[src/rtl/lvdc_parity_monitor_if.sv]
// Buffer-register check bus between the memory read path and the parity monitor.
// The producer drives the syllable and strobes; the monitor returns status and retry requests.
interface lvdc_parity_monitor_if #(
  parameter int CNTW = 8
);
  logic            CHK;
  logic [13:1]     BRx;
  logic            BRxP;
  logic            SYL;
  logic            CLRERR;
  logic            OK;
  logic            PERR;
  logic            RETRY;
  logic            DUPSEL;
  logic            FAULT;
  logic            ERRSYL;
  logic [CNTW-1:0] ERRCNT;

  modport master (
    output CHK, BRx, BRxP, SYL, CLRERR,
    input  OK, PERR, RETRY, DUPSEL, FAULT, ERRSYL, ERRCNT
  );

  modport slave (
    input  CHK, BRx, BRxP, SYL, CLRERR,
    output OK, PERR, RETRY, DUPSEL, FAULT, ERRSYL, ERRCNT
  );
endinterface

[src/rtl/lvdc_parity_monitor.sv]
// Odd-parity syllable checker with re-read, duplex-switch and sticky-fault escalation.
// All status outputs are registered one cycle after the CHK strobe is sampled.
module lvdc_parity_monitor #(
  parameter int TIMEOUT = 64,
  parameter int CNTW    = 8
) (
  input  logic                clk,
  input  logic                rst,
  lvdc_parity_monitor_if.slave bus
);
  localparam int              TMOW    = $clog2(TIMEOUT + 1);
  localparam logic [CNTW-1:0] CNT_MAX = {CNTW{1'b1}};

  typedef enum logic [1:0] {
    S_IDLE,
    S_RETRY_WAIT,
    S_SWITCH_WAIT,
    S_FAULT
  } state_t;

  state_t          r_state;
  logic            r_ok;
  logic            r_retry;
  logic            r_perr;
  logic            r_dupsel;
  logic            r_fault;
  logic            r_errsyl;
  logic [CNTW-1:0] r_errcnt;
  logic [TMOW-1:0] r_tmo;

  state_t          w_state_next;
  logic            w_ok_next;
  logic            w_retry_next;
  logic            w_perr_next;
  logic            w_dupsel_next;
  logic            w_fault_next;
  logic            w_errsyl_next;
  logic [CNTW-1:0] w_errcnt_next;
  logic [TMOW-1:0] w_tmo_next;
  logic            w_good;
  logic            w_tmo_hit;
  logic [CNTW-1:0] w_errcnt_inc;

  // Odd number of ones across syllable plus stored parity means good.
  assign w_good       = ^{bus.BRx, bus.BRxP};
  // r_tmo holds the count of completed idle wait cycles, so this is the TIMEOUT-th one.
  assign w_tmo_hit    = (r_tmo == TMOW'(TIMEOUT - 1));
  assign w_errcnt_inc = (r_errcnt == CNT_MAX) ? r_errcnt : r_errcnt + CNTW'(1);

  always_comb begin
    w_state_next  = r_state;
    w_ok_next     = 1'b0;
    w_retry_next  = 1'b0;
    w_perr_next   = r_perr;
    w_dupsel_next = r_dupsel;
    w_fault_next  = r_fault;
    w_errsyl_next = r_errsyl;
    w_errcnt_next = r_errcnt;
    w_tmo_next    = r_tmo;

    if (bus.CLRERR) begin
      w_state_next  = S_IDLE;
      w_perr_next   = 1'b0;
      w_fault_next  = 1'b0;
      w_errsyl_next = 1'b0;
      w_errcnt_next = '0;
      w_tmo_next    = '0;
    end else begin
      case (r_state)
        S_IDLE: begin
          if (bus.CHK) begin
            if (w_good) begin
              w_ok_next = 1'b1;
            end else begin
              w_perr_next   = 1'b1;
              w_errsyl_next = bus.SYL;
              w_errcnt_next = w_errcnt_inc;
              w_retry_next  = 1'b1;
              w_tmo_next    = '0;
              w_state_next  = S_RETRY_WAIT;
            end
          end
        end
        S_RETRY_WAIT: begin
          if (bus.CHK) begin
            if (w_good) begin
              w_ok_next    = 1'b1;
              w_state_next = S_IDLE;
            end else begin
              w_errcnt_next = w_errcnt_inc;
              w_dupsel_next = ~r_dupsel;
              w_retry_next  = 1'b1;
              w_tmo_next    = '0;
              w_state_next  = S_SWITCH_WAIT;
            end
          end else if (w_tmo_hit) begin
            w_fault_next = 1'b1;
            w_state_next = S_FAULT;
          end else begin
            w_tmo_next = r_tmo + TMOW'(1);
          end
        end
        S_SWITCH_WAIT: begin
          if (bus.CHK) begin
            if (w_good) begin
              w_ok_next    = 1'b1;
              w_state_next = S_IDLE;
            end else begin
              w_errcnt_next = w_errcnt_inc;
              w_fault_next  = 1'b1;
              w_state_next  = S_FAULT;
            end
          end else if (w_tmo_hit) begin
            w_fault_next = 1'b1;
            w_state_next = S_FAULT;
          end else begin
            w_tmo_next = r_tmo + TMOW'(1);
          end
        end
        default: begin
          w_state_next = S_FAULT;
        end
      endcase
    end
  end

  always_ff @(posedge clk or posedge rst) begin
    if (rst) begin
      r_state  <= S_IDLE;
      r_ok     <= 1'b0;
      r_retry  <= 1'b0;
      r_perr   <= 1'b0;
      r_dupsel <= 1'b0;
      r_fault  <= 1'b0;
      r_errsyl <= 1'b0;
      r_errcnt <= '0;
      r_tmo    <= '0;
    end else begin
      r_state  <= w_state_next;
      r_ok     <= w_ok_next;
      r_retry  <= w_retry_next;
      r_perr   <= w_perr_next;
      r_dupsel <= w_dupsel_next;
      r_fault  <= w_fault_next;
      r_errsyl <= w_errsyl_next;
      r_errcnt <= w_errcnt_next;
      r_tmo    <= w_tmo_next;
    end
  end

  assign bus.OK     = r_ok;
  assign bus.RETRY  = r_retry;
  assign bus.PERR   = r_perr;
  assign bus.DUPSEL = r_dupsel;
  assign bus.FAULT  = r_fault;
  assign bus.ERRSYL = r_errsyl;
  assign bus.ERRCNT = r_errcnt;
endmodule
[src/flat_wrapper.sv]
// flat-port wrapper written by rule: the top's interface ports become plain ports
module lvdc_parity_monitor_flat 
#(
  parameter int TIMEOUT = 64,
  parameter int CNTW    = 8
)
  (clk, rst, bus_CHK, bus_BRx, bus_BRxP, bus_SYL, bus_CLRERR, bus_OK, bus_PERR, bus_RETRY, bus_DUPSEL, bus_FAULT, bus_ERRSYL, bus_ERRCNT);
  lvdc_parity_monitor_if #(.CNTW(CNTW)) bus_i ();
  input  logic clk;
  input  logic rst;
  input wire logic [$bits(bus_i.CHK)-1:0] bus_CHK;
  input wire logic [$bits(bus_i.BRx)-1:0] bus_BRx;
  input wire logic [$bits(bus_i.BRxP)-1:0] bus_BRxP;
  input wire logic [$bits(bus_i.SYL)-1:0] bus_SYL;
  input wire logic [$bits(bus_i.CLRERR)-1:0] bus_CLRERR;
  output wire logic [$bits(bus_i.OK)-1:0] bus_OK;
  output wire logic [$bits(bus_i.PERR)-1:0] bus_PERR;
  output wire logic [$bits(bus_i.RETRY)-1:0] bus_RETRY;
  output wire logic [$bits(bus_i.DUPSEL)-1:0] bus_DUPSEL;
  output wire logic [$bits(bus_i.FAULT)-1:0] bus_FAULT;
  output wire logic [$bits(bus_i.ERRSYL)-1:0] bus_ERRSYL;
  output wire logic [$bits(bus_i.ERRCNT)-1:0] bus_ERRCNT;
  assign bus_i.CHK = bus_CHK;
  assign bus_i.BRx = bus_BRx;
  assign bus_i.BRxP = bus_BRxP;
  assign bus_i.SYL = bus_SYL;
  assign bus_i.CLRERR = bus_CLRERR;
  assign bus_OK = bus_i.OK;
  assign bus_PERR = bus_i.PERR;
  assign bus_RETRY = bus_i.RETRY;
  assign bus_DUPSEL = bus_i.DUPSEL;
  assign bus_FAULT = bus_i.FAULT;
  assign bus_ERRSYL = bus_i.ERRSYL;
  assign bus_ERRCNT = bus_i.ERRCNT;
  lvdc_parity_monitor #(.TIMEOUT(TIMEOUT), .CNTW(CNTW)) u_core (.clk(clk), .rst(rst), .bus(bus_i));
endmodule
[config.mk]
export PLATFORM = sky130hd
export DESIGN_NAME = lvdc_parity_monitor_flat
export DESIGN_NICKNAME = d
export VERILOG_FILES = /design/src/rtl/lvdc_parity_monitor_if.sv /design/src/rtl/lvdc_parity_monitor.sv /design/src/flat_wrapper.sv
export SDC_FILE = /design/constraint.sdc
export NUM_CORES = 1
export LEC_CHECK = 0
export ABC_AREA = 1
export CAP_MARGIN = 20
export CORE_MARGIN = 2
export CORE_UTILIZATION = 40
export DETAILED_ROUTE_END_ITERATION = 7
export PLACE_DENSITY_LB_ADDON = 0.25
export SLEW_MARGIN = 25
export SYNTH_ARGS = -nofsm -noshare
export SYNTH_HDL_FRONTEND = slang
export SYNTH_SLANG_ARGS = --single-unit
[constraint.sdc]
create_clock -name clk -period 2.4 [get_ports clk]
set_input_delay 0.24 -clock clk [delete_from_list [all_inputs] [get_ports clk]]
set_output_delay 0.24 -clock clk [all_outputs]
set_load 0.02 [all_outputs]
## Word-level counts from Yosys, hierarchy flattened

Cells that the tools add are included.

- Bits in registers: 23
- Latch bits: 0
- Memory bits (writable): 0
- Memory bits (read-only): 0
- Input bits: 19
- Memories kept: 0

- Add/sub/neg operators: 2
- Multiply operators: 0
- Div/mod/pow operators: 0
- $lt $le $gt $ge: 0
- Equality and inequality tests: 11
- Shift-type cells: 0
- Mux-type cells: 42
- Bitwise operators: 3
- Reductions and logical operators: 15

Operators by type and width:

| operator | number |
|---|---|
| $mux W7 | 6 |
| $mux W8 | 5 |
| $pmux W7 S3 | 1 |
| $mux W1 | 20 |
| $mux W2 | 8 |
| $reduce_xor A14 Y1 | 1 |
| $ne A3 B3 Y1 const B | 4 |
| $reduce_and A3 Y1 | 3 |
| $add A8 B1 Y8 const B | 1 |
| $eq A8 B8 Y1 const B | 1 |
| $reduce_and A4 Y1 | 2 |
| $add A7 B1 Y7 const B | 1 |
| $eq A7 B6 Y1 const B | 1 |
| $pmux W2 S3 | 1 |
| $reduce_bool A2 Y1 | 3 |
| $ne A2 B2 Y1 const B | 2 |
| $ne A4 B4 Y1 const B | 1 |
| $reduce_bool A4 Y1 | 1 |
| $not A1 Y1 | 3 |
| $reduce_bool A3 Y1 | 1 |
| $reduce_or A3 Y1 | 1 |
| $eq A2 B1 Y1 const B | 1 |
| $eq A2 B2 Y1 const B | 1 |
| $logic_not A2 Y1 | 1 |
| 3 further kinds | 3 |

## Depth between registers and ports, before layout

Gate-level depths: netlist (run 1).

- Depth in word-level cells: 6
- Depth in mapped cells: 14
- Mapped depth without buffers: 14

## Least setup slack after synthesis (run 1)

No wires, ideal clock.

- Kind: register to register
- Start point: register u_core.r_state[1]
- End point: register u_core.r_tmo[1]
- Arrival time: 1.414 ns
- Required time: 2.317 ns
- Slack: 0.903 ns
- Stages on the path, launching flop included: 11
- Path buffers: 0
- Period minus slack after synthesis: 1.497 ns
- Path through: dfrtp_1 -> inv_1 -> ha_1 -> nor2_1 -> inv_1 -> nand2_1 -> nor2_2 -> nand3_1 -> a21oi_1 -> nand2_1 -> o21ai_0

- Cells in the longest elaborated chain, start to end: 3
- Elaborated cells on any way between the ends: 9

Ends and longest elaborated chain:

| element | line | RTL |
|---|---|---|
| start, declared | lvdc_parity_monitor.sv:21 | `state_t r_state;` |
| start signal, assigned | lvdc_parity_monitor.sv:139 | `r_state <= w_state_next;` |
| $eq A2 B2 Y1, or another cell as far along | lvdc_parity_monitor.sv:69 | `case (r_state)` |
| $ne A3 B3 Y1 (no source line), or another cell as far along | -- |  |
| $reduce_and A3 Y1 (no source line) or $mux W7 (tied branches) | -- |  |
| end signal, assigned | lvdc_parity_monitor.sv:147 | `r_tmo <= w_tmo_next;` |
| end, declared | lvdc_parity_monitor.sv:29 | `logic [TMOW-1:0] r_tmo;` |

Several ways; a longest one is shown, not always the timed one.
A chain may end at the register's enable or synchronous reset.

## Final worst setup path (run 1)

- Start point: register u_core.r_state[1]
- End point: register u_core.r_tmo[6]

The elaborated chain is that of the path after synthesis.

==> results_dict.tcl, run 1 <==
set metrics [dict create \
    status "complete, no violations" \
    clock_skew_ps 1.950 \
    postCtsSetupBuffers 0 \
    ys_ff_latch 23 \
    syn_to_final_growth_pct 22.04 \
    post_dp_cell_area_mm2 0.002303 \
    synth_xor_area_frac 0.03121 \
    placed_cells 374 \
    diodes 0 \
    io_pins 33 \
    syn_area_mm2 0.001924 \
    cp-start-kind "register" \
    yosysUniqueCellTypes 31 \
    crit_required_ps 2590 \
    cts-resized-gates 0 \
    drt_first_pass_iters 4 \
    post_layout_nonfiller_instances 378 \
    ys.flop_type "dfrtp_1" \
    leakagePower_nw 1.247 \
    dp_hpwl_um 3079 \
    grt_first_pass_wirelength_um 7169 \
    worstRegToRegCells 10 \
    synth_compound_area_frac 0.06242 \
    slew_headroom 0.7491 \
    max-clock-path-buffers 2 \
    cts_root_buf "clkbuf_8" \
    rsz0062_at_grt "false" \
    htreeDepth 1 \
    fmax_ghz 0.5528 \
    grt_overflow 0 \
    die_y_um 73.36 \
    max_cap_viol_count 0 \
    clk_pin_slew_worst_paths_ps 80 \
    placement.io_buffers 32 \
    drt_iter0_drc 122 \
    grt_usage 0.1639 \
    synth_nets 315 \
    p_per_area_mw_per_mm2 469.5 \
    critPathKind "reg2reg" \
    synth.avg_cell_area_um2 6.659 \
    drtAntennaViolNets 0 \
    synth_cells 289 \
    drc 0 \
    synthArstFlopShare 1.000 \
    placementRows 25 \
    drive_above_1_share 0.1111 \
    cts_tree "done" \
    cp_data_arrival_time_ps 2000 \
    synth_edf_count 0 \
    min_period_ps 1809 \
    gp_congestion 0.8324 \
    post-route-period-util 0.7538 \
    final_max_slew_viol_count 0 \
    setup_tns_ps 0 \
    final_cell_mix "nand2_1 (119), inv_1 (32), clkdlybuf4s50_1 (32)" \
    start_util 0.4101 \
    die_w_um 73.36 \
    synth_warnings 0 \
    cts_hold_buffers 0 \
    cp_max_fo 8 \
    worstMarginPinSlew_ps 374.3 \
    worstSetupEndpointType "register" \
    vias_per_cell 4.730 \
    nNetsFinal 351 \
    grt_pass1_vias 1675 \
    insertion_delay_ps 260 \
    synthAdderAreaFrac 0.04551 \
    grt_start_max_net_pins 24 \
    fillers 465 \
    antenna_found_initial 0 \
    max-vdd-ir-drop_uv 350.9 \
    synth_top_family_by_area "simple AND/OR/NAND/NOR gates" \
    final_hold_viol_count 0 \
    cts_buffers 3 \
    ys_seq_area_frac 0.2991 \
    hold_path.class "in2async" \
    setup_violations 0 \
    cts.sinks 23 \
    yosys.area_share.simple 0.4759 \
    muxShareOfSynthArea 0 \
    final_common_cell "nand2_1" \
    finalInstanceArea_mm2 0.002349 \
    vias 1788 \
    core_area_mm2 0.004692 \
    wl_per_cell_um 10.51 \
    wirelength_um 3974 \
    dieArea_mm2 0.005382 \
]
[worst max-delay path, stage by stage (launching register included)]
cell     delay [ps]
dfrtp_1         430
inv_1           120
ha_1            230
nor2_1           80
inv_1            90
nand2_1          80
nor2_2          280
o21ai_0         160
nand2_1         100
nand2_1          50
a21oi_1         120
[kinds of logic (layout without fill, tap and decap cells)]
| group | count (synthesis) | in the layout |
|---|---|---|
| AOI/OAI and AO/OA | 22 | 22 |
| xor gates and xnor gates | 6 | 6 |
| buffers and inverters | 40 | 75 |
| adders and majority gates | 7 | 7 |
| and+or+nand+nor | 191 | 191 |
| DFF | 23 | 23 |
[sequential cells by signal (all words and copies together), names as in the netlist]
name	flops
u_core.bus.FAULT	1
u_core.bus.PERR	1
u_core.bus.DUPSEL	1
u_core.bus.ERRSYL	1
u_core.r_tmo	7
u_core.r_state	2
u_core.bus.OK	1
u_core.bus.ERRCNT	8
u_core.bus.RETRY	1
[area by class of cell]
type | instances | area [um^2] | area share
inverter | 37 | 141.4 | 0.06020
multi-input combinational | 226 | 1184 | 0.5040
tap | 54 | 67.56 | 0.02877
clock buffer | 4 | 45.04 | 0.01918
sequential | 23 | 575.6 | 0.2451
timing repair buffer | 34 | 335.3 | 0.1428
[cells in the mapped netlist (2+ instances only)]
| master | number | area share |
|---|---|---|
| nand2_8 | 2 | 0.021 |
| nand2_1 | 119 | 0.23 |
| dfrtp_1 | 23 | 0.30 |
| o21ai_1 | 7 | 0.018 |
| a21oi_1 | 7 | 0.018 |
| nand2_2 | 8 | 0.026 |
| nand3_2 | 3 | 0.016 |
| o21ai_0 | 4 | 0.010 |
| inv_2 | 4 | 0.0078 |
| nor2_1 | 18 | 0.035 |
| ha_1 | 7 | 0.046 |
| nor2_2 | 2 | 0.0065 |
| nand2_4 | 6 | 0.035 |
| nor3_1 | 7 | 0.018 |
| nand3_1 | 21 | 0.055 |
| xor2_1 | 4 | 0.018 |
| inv_1 | 32 | 0.062 |
| o31ai_1 | 2 | 0.0078 |
[layer usage]
| layer | track usage | routed length, um |
|---|---|---|
| met1 | 0.2289 | 2005 |
| met2 | 0.2673 | 1799 |
| met3 | 0.03018 | 150 |
| met4 | 0.03232 | 19 |
| met5 | 0 | 0 |
[stage by stage]
step,utilization,hold slack [ps],power (W),setup WS [ps]
after floorplan,-,241.9,0.0007415,902.9
after global placement,0.4909,465.1,0.0008720,564.9
after detailed placement,0.4909,461.7,0.0008766,515.5
after CTS,0.5005,319.9,0.001120,592.8
after global routing,0.5005,354.4,0.001189,381.6
final,0.5005,317.7,0.001103,590.9
[path summary, 6_finish.rpt]
check	to	start	slack [ps]
setup / recovery	u_core.r_tmo[6]	u_core.r_state[1]	590
hold / removal	u_core.bus.ERRCNT[1]	rst	320
setup reg to reg	u_core.r_tmo[6]	u_core.r_state[1]	590
hold reg to reg	u_core.bus.PERR	u_core.bus.PERR	490
max in group asynchronous	u_core.r_state[0]	rst	1850
min in group clk	u_core.bus.PERR	u_core.bus.PERR	490
[power breakdown]
group / switching (W) / leakage (nW) / internal [W]
combinational: 0.000263 / 0.909 / 0.000165
sequential: 0.0000230 / 0.315 / 0.000414
clock: 0.000118 / 0.0228 / 0.000118
No activity file was read; power rests on OpenSTA's default activity.
==> run 2, diff against run 1 <==
==> constraint.sdc (replaced) <==
create_clock -name clk -period 1.9 [get_ports clk]
set_input_delay 0.19 -clock clk [delete_from_list [all_inputs] [get_ports clk]]
set_output_delay 0.19 -clock clk [all_outputs]
set_load 0.02 [all_outputs]
==> run 2 against run 1 <==
Effect of this change:
- routed wire length rose by 3.4%
- power rose by 30%
- non-clock buffer count rose by 2
- critical path type unchanged
- largest cell class unchanged
- highest routed layer unchanged
==> results_dict.tcl, run 2 (synthesis gave the netlist of run 1 again) <==
set metrics [dict create \
    worstSetupEndpointType "register" \
    final_cell_mix "nand2_1 (119), inv_1 (32), clkdlybuf4s50_1 (32)" \
    cp_data_arrival_time_ps 1920 \
    dr_wl_met3_um 125 \
    start_util 0.4101 \
    drtAntennaViolNets 0 \
    placed_cells 376 \
    cts_buffers 3 \
    worstRegToRegCells 9 \
    p_per_area_mw_per_mm2 601.4 \
    die_w_um 73.36 \
    setup_violations 0 \
    critical-path-max-stage-delay_ps 440 \
    r2r_start "u_core.r_tmo[0]" \
    cts_tree "done" \
    fin_util 0.5061 \
    cts_root_buf "clkbuf_8" \
    drc 0 \
    post-route-period-util 0.9173 \
    clk_pin_slew_worst_paths_ps 90 \
    path_buf_inv 0 \
    post_dp_cell_area_mm2 0.002318 \
    wl_met2_um 1927 \
    power_switching_w 0.0005408 \
    die_y_um 73.36 \
    dieArea_mm2 0.005382 \
    worstPathCellList "ha_1 -> nand3_1 -> nor2_1 -> nand2_1 -> nand2_1 -> a211oi_1 -> o21ai_0 -> nand2_1 -> nand2_1" \
    slowest_stage "dfrtp_1" \
    drive_above_1_share 0.1227 \
    final_common_cell "nand2_1" \
    switching_share 0.3787 \
    grt_first_pass_wirelength_um 7210 \
    min_period_ps 1743 \
    cp-start-kind "register" \
    setup_tns_ps 0 \
    diodes 0 \
    grt_start_max_net_pins 24 \
    drt_first_pass_iters 4 \
    finalInstanceArea_mm2 0.002375 \
    leakagePower_nw 1.255 \
    nNetsFinal 353 \
    grt_pass1_vias 1663 \
    max_cap_viol_count 0 \
    critPathKind "reg2reg" \
    placementRows 25 \
    drt_iter0_drc 61 \
    cts.sinks 23 \
    crit_path_start "u_core.r_tmo[0]" \
    cts-resized-gates 0 \
    wirelength_um 4108 \
    worstMarginPinSlew_ps 338.6 \
    rsz0062_at_grt "false" \
    vias_per_cell 4.766 \
    max-vdd-ir-drop_uv 382.3 \
    io_pins 33 \
    cp_max_fo 7 \
    vias 1811 \
    max-clock-path-buffers 2 \
    fmax_ghz 0.5738 \
    postCtsSetupBuffers 0 \
    crit_required_ps 2070 \
    insertion_delay_ps 270 \
    routed.top_layer "met4" \
    dp_hpwl_um 3153 \
    antenna_found_initial 0 \
    final_max_slew_viol_count 0 \
    grt_usage 0.1687 \
    power_frac_comb 0.387 \
    slew_headroom 0.7730 \
    r2r_slack_ps 160 \
    gp_congestion 0.9140 \
    power.internal_w 0.0008873 \
    cp_top_family "simple AND/OR/NAND/NOR gates" \
    r2r-end "u_core.r_state[0]" \
    core_area_mm2 0.004692 \
    clock_skew_ps 3.245 \
    wl_per_cell_um 10.81 \
    placement.io_buffers 32 \
    hold_path.class "in2async" \
    clock_power_share 0.226 \
    final_hold_viol_count 0 \
    met1_length_um 2016 \
    syn_to_final_growth_pct 23.41 \
    post_layout_nonfiller_instances 380 \
    grt_overflow 0 \
    cts_hold_buffers 0 \
    cp_common_cell "nand2_1" \
    largest_reg_flops 8 \
    status "complete, no violations" \
    seqPwrFrac 0.387 \
    htreeDepth 1 \
]
-- run 2: final cells by class --
class | instances | area [um^2]
inverters | 37 | 141.4
well taps | 54 | 67.56
clock inverters | 1 | 7.507
flip-flops and latches | 23 | 575.6
multi-input cells | 226 | 1191
fillers | 466 | 2317
clock buffers | 3 | 41.29
repair buffers | 36 | 350.3
-- run 2: per-stage QoR --
step,power (W),hold WS [ps],worst slack [ps]
6_report,0.001428,259.3,157.1
5_1_grt,0.001525,298.8,2.308
4_1_cts,0.001443,265.4,100.2
3_5_place_dp,0.001113,462.6,111.7
3_3_place_gp,0.001106,466.1,145.3
2_1_floorplan,0.0009366,191.9,402.9
-- run 2: power by group through the flow --
stage | clock, W | sequential, W | combinational, W
detailed placement | 0 | 0.000564 | 0.000550
global placement | 0 | 0.000562 | 0.000544
global route | 0.000347 | 0.000560 | 0.000618
floorplan | 0 | 0.000593 | 0.000344
CTS | 0.000336 | 0.000554 | 0.000553
finish | 0.000322 | 0.000553 | 0.000553
-- run 2: how the worst max path moves through the flow --
| stage | end | slack [ps] | cells past startpoint |
|---|---|---|---|
| 5_1_grt | u_core.r_tmo[1] | 2 | 9 |
| 2_1_floorplan | u_core.r_tmo[1] | 400 | 10 |
| 3_5_place_dp | u_core.bus.ERRCNT[7] | 110 | 14 |
| 4_1_cts | u_core.r_tmo[1] | 100 | 10 |
| 6_report | u_core.r_state[0] | 160 | 9 |
| 3_3_place_gp | u_core.bus.ERRCNT[7] | 150 | 14 |
-- run 2: worst reg2reg max path: cells and delay by family, from the launching register on --
| family | cells | cell delay, ps |
|---|---|---|
| simple gates | 6 | 660 |
| flops | 1 | 440 |
| compound gates | 2 | 310 |
| fa+ha+maj | 1 | 230 |
-- run 2: metal layers --
| metal | up-vias | global-route usage |
|---|---|---|
| li1 | 975 | - |
| met1 | 810 | 0.2370 |
| met2 | 22 | 0.2733 |
| met3 | 4 | 0.02881 |
| met4 | 0 | 0.03636 |
| met5 | - | 0 |
==> run 3, diff against run 2 <==
--- a/config.mk
+++ b/config.mk
@@ -9,6 +9,7 @@
 export CAP_MARGIN = 20
 export CORE_MARGIN = 2
 export CORE_UTILIZATION = 40
+export CTS_CLUSTER_SIZE = 20
 export DETAILED_ROUTE_END_ITERATION = 7
 export PLACE_DENSITY_LB_ADDON = 0.25
 export SLEW_MARGIN = 25
==> results of run 3 <==
The final DEF is identical to that of run 2; final timing and power are the same.
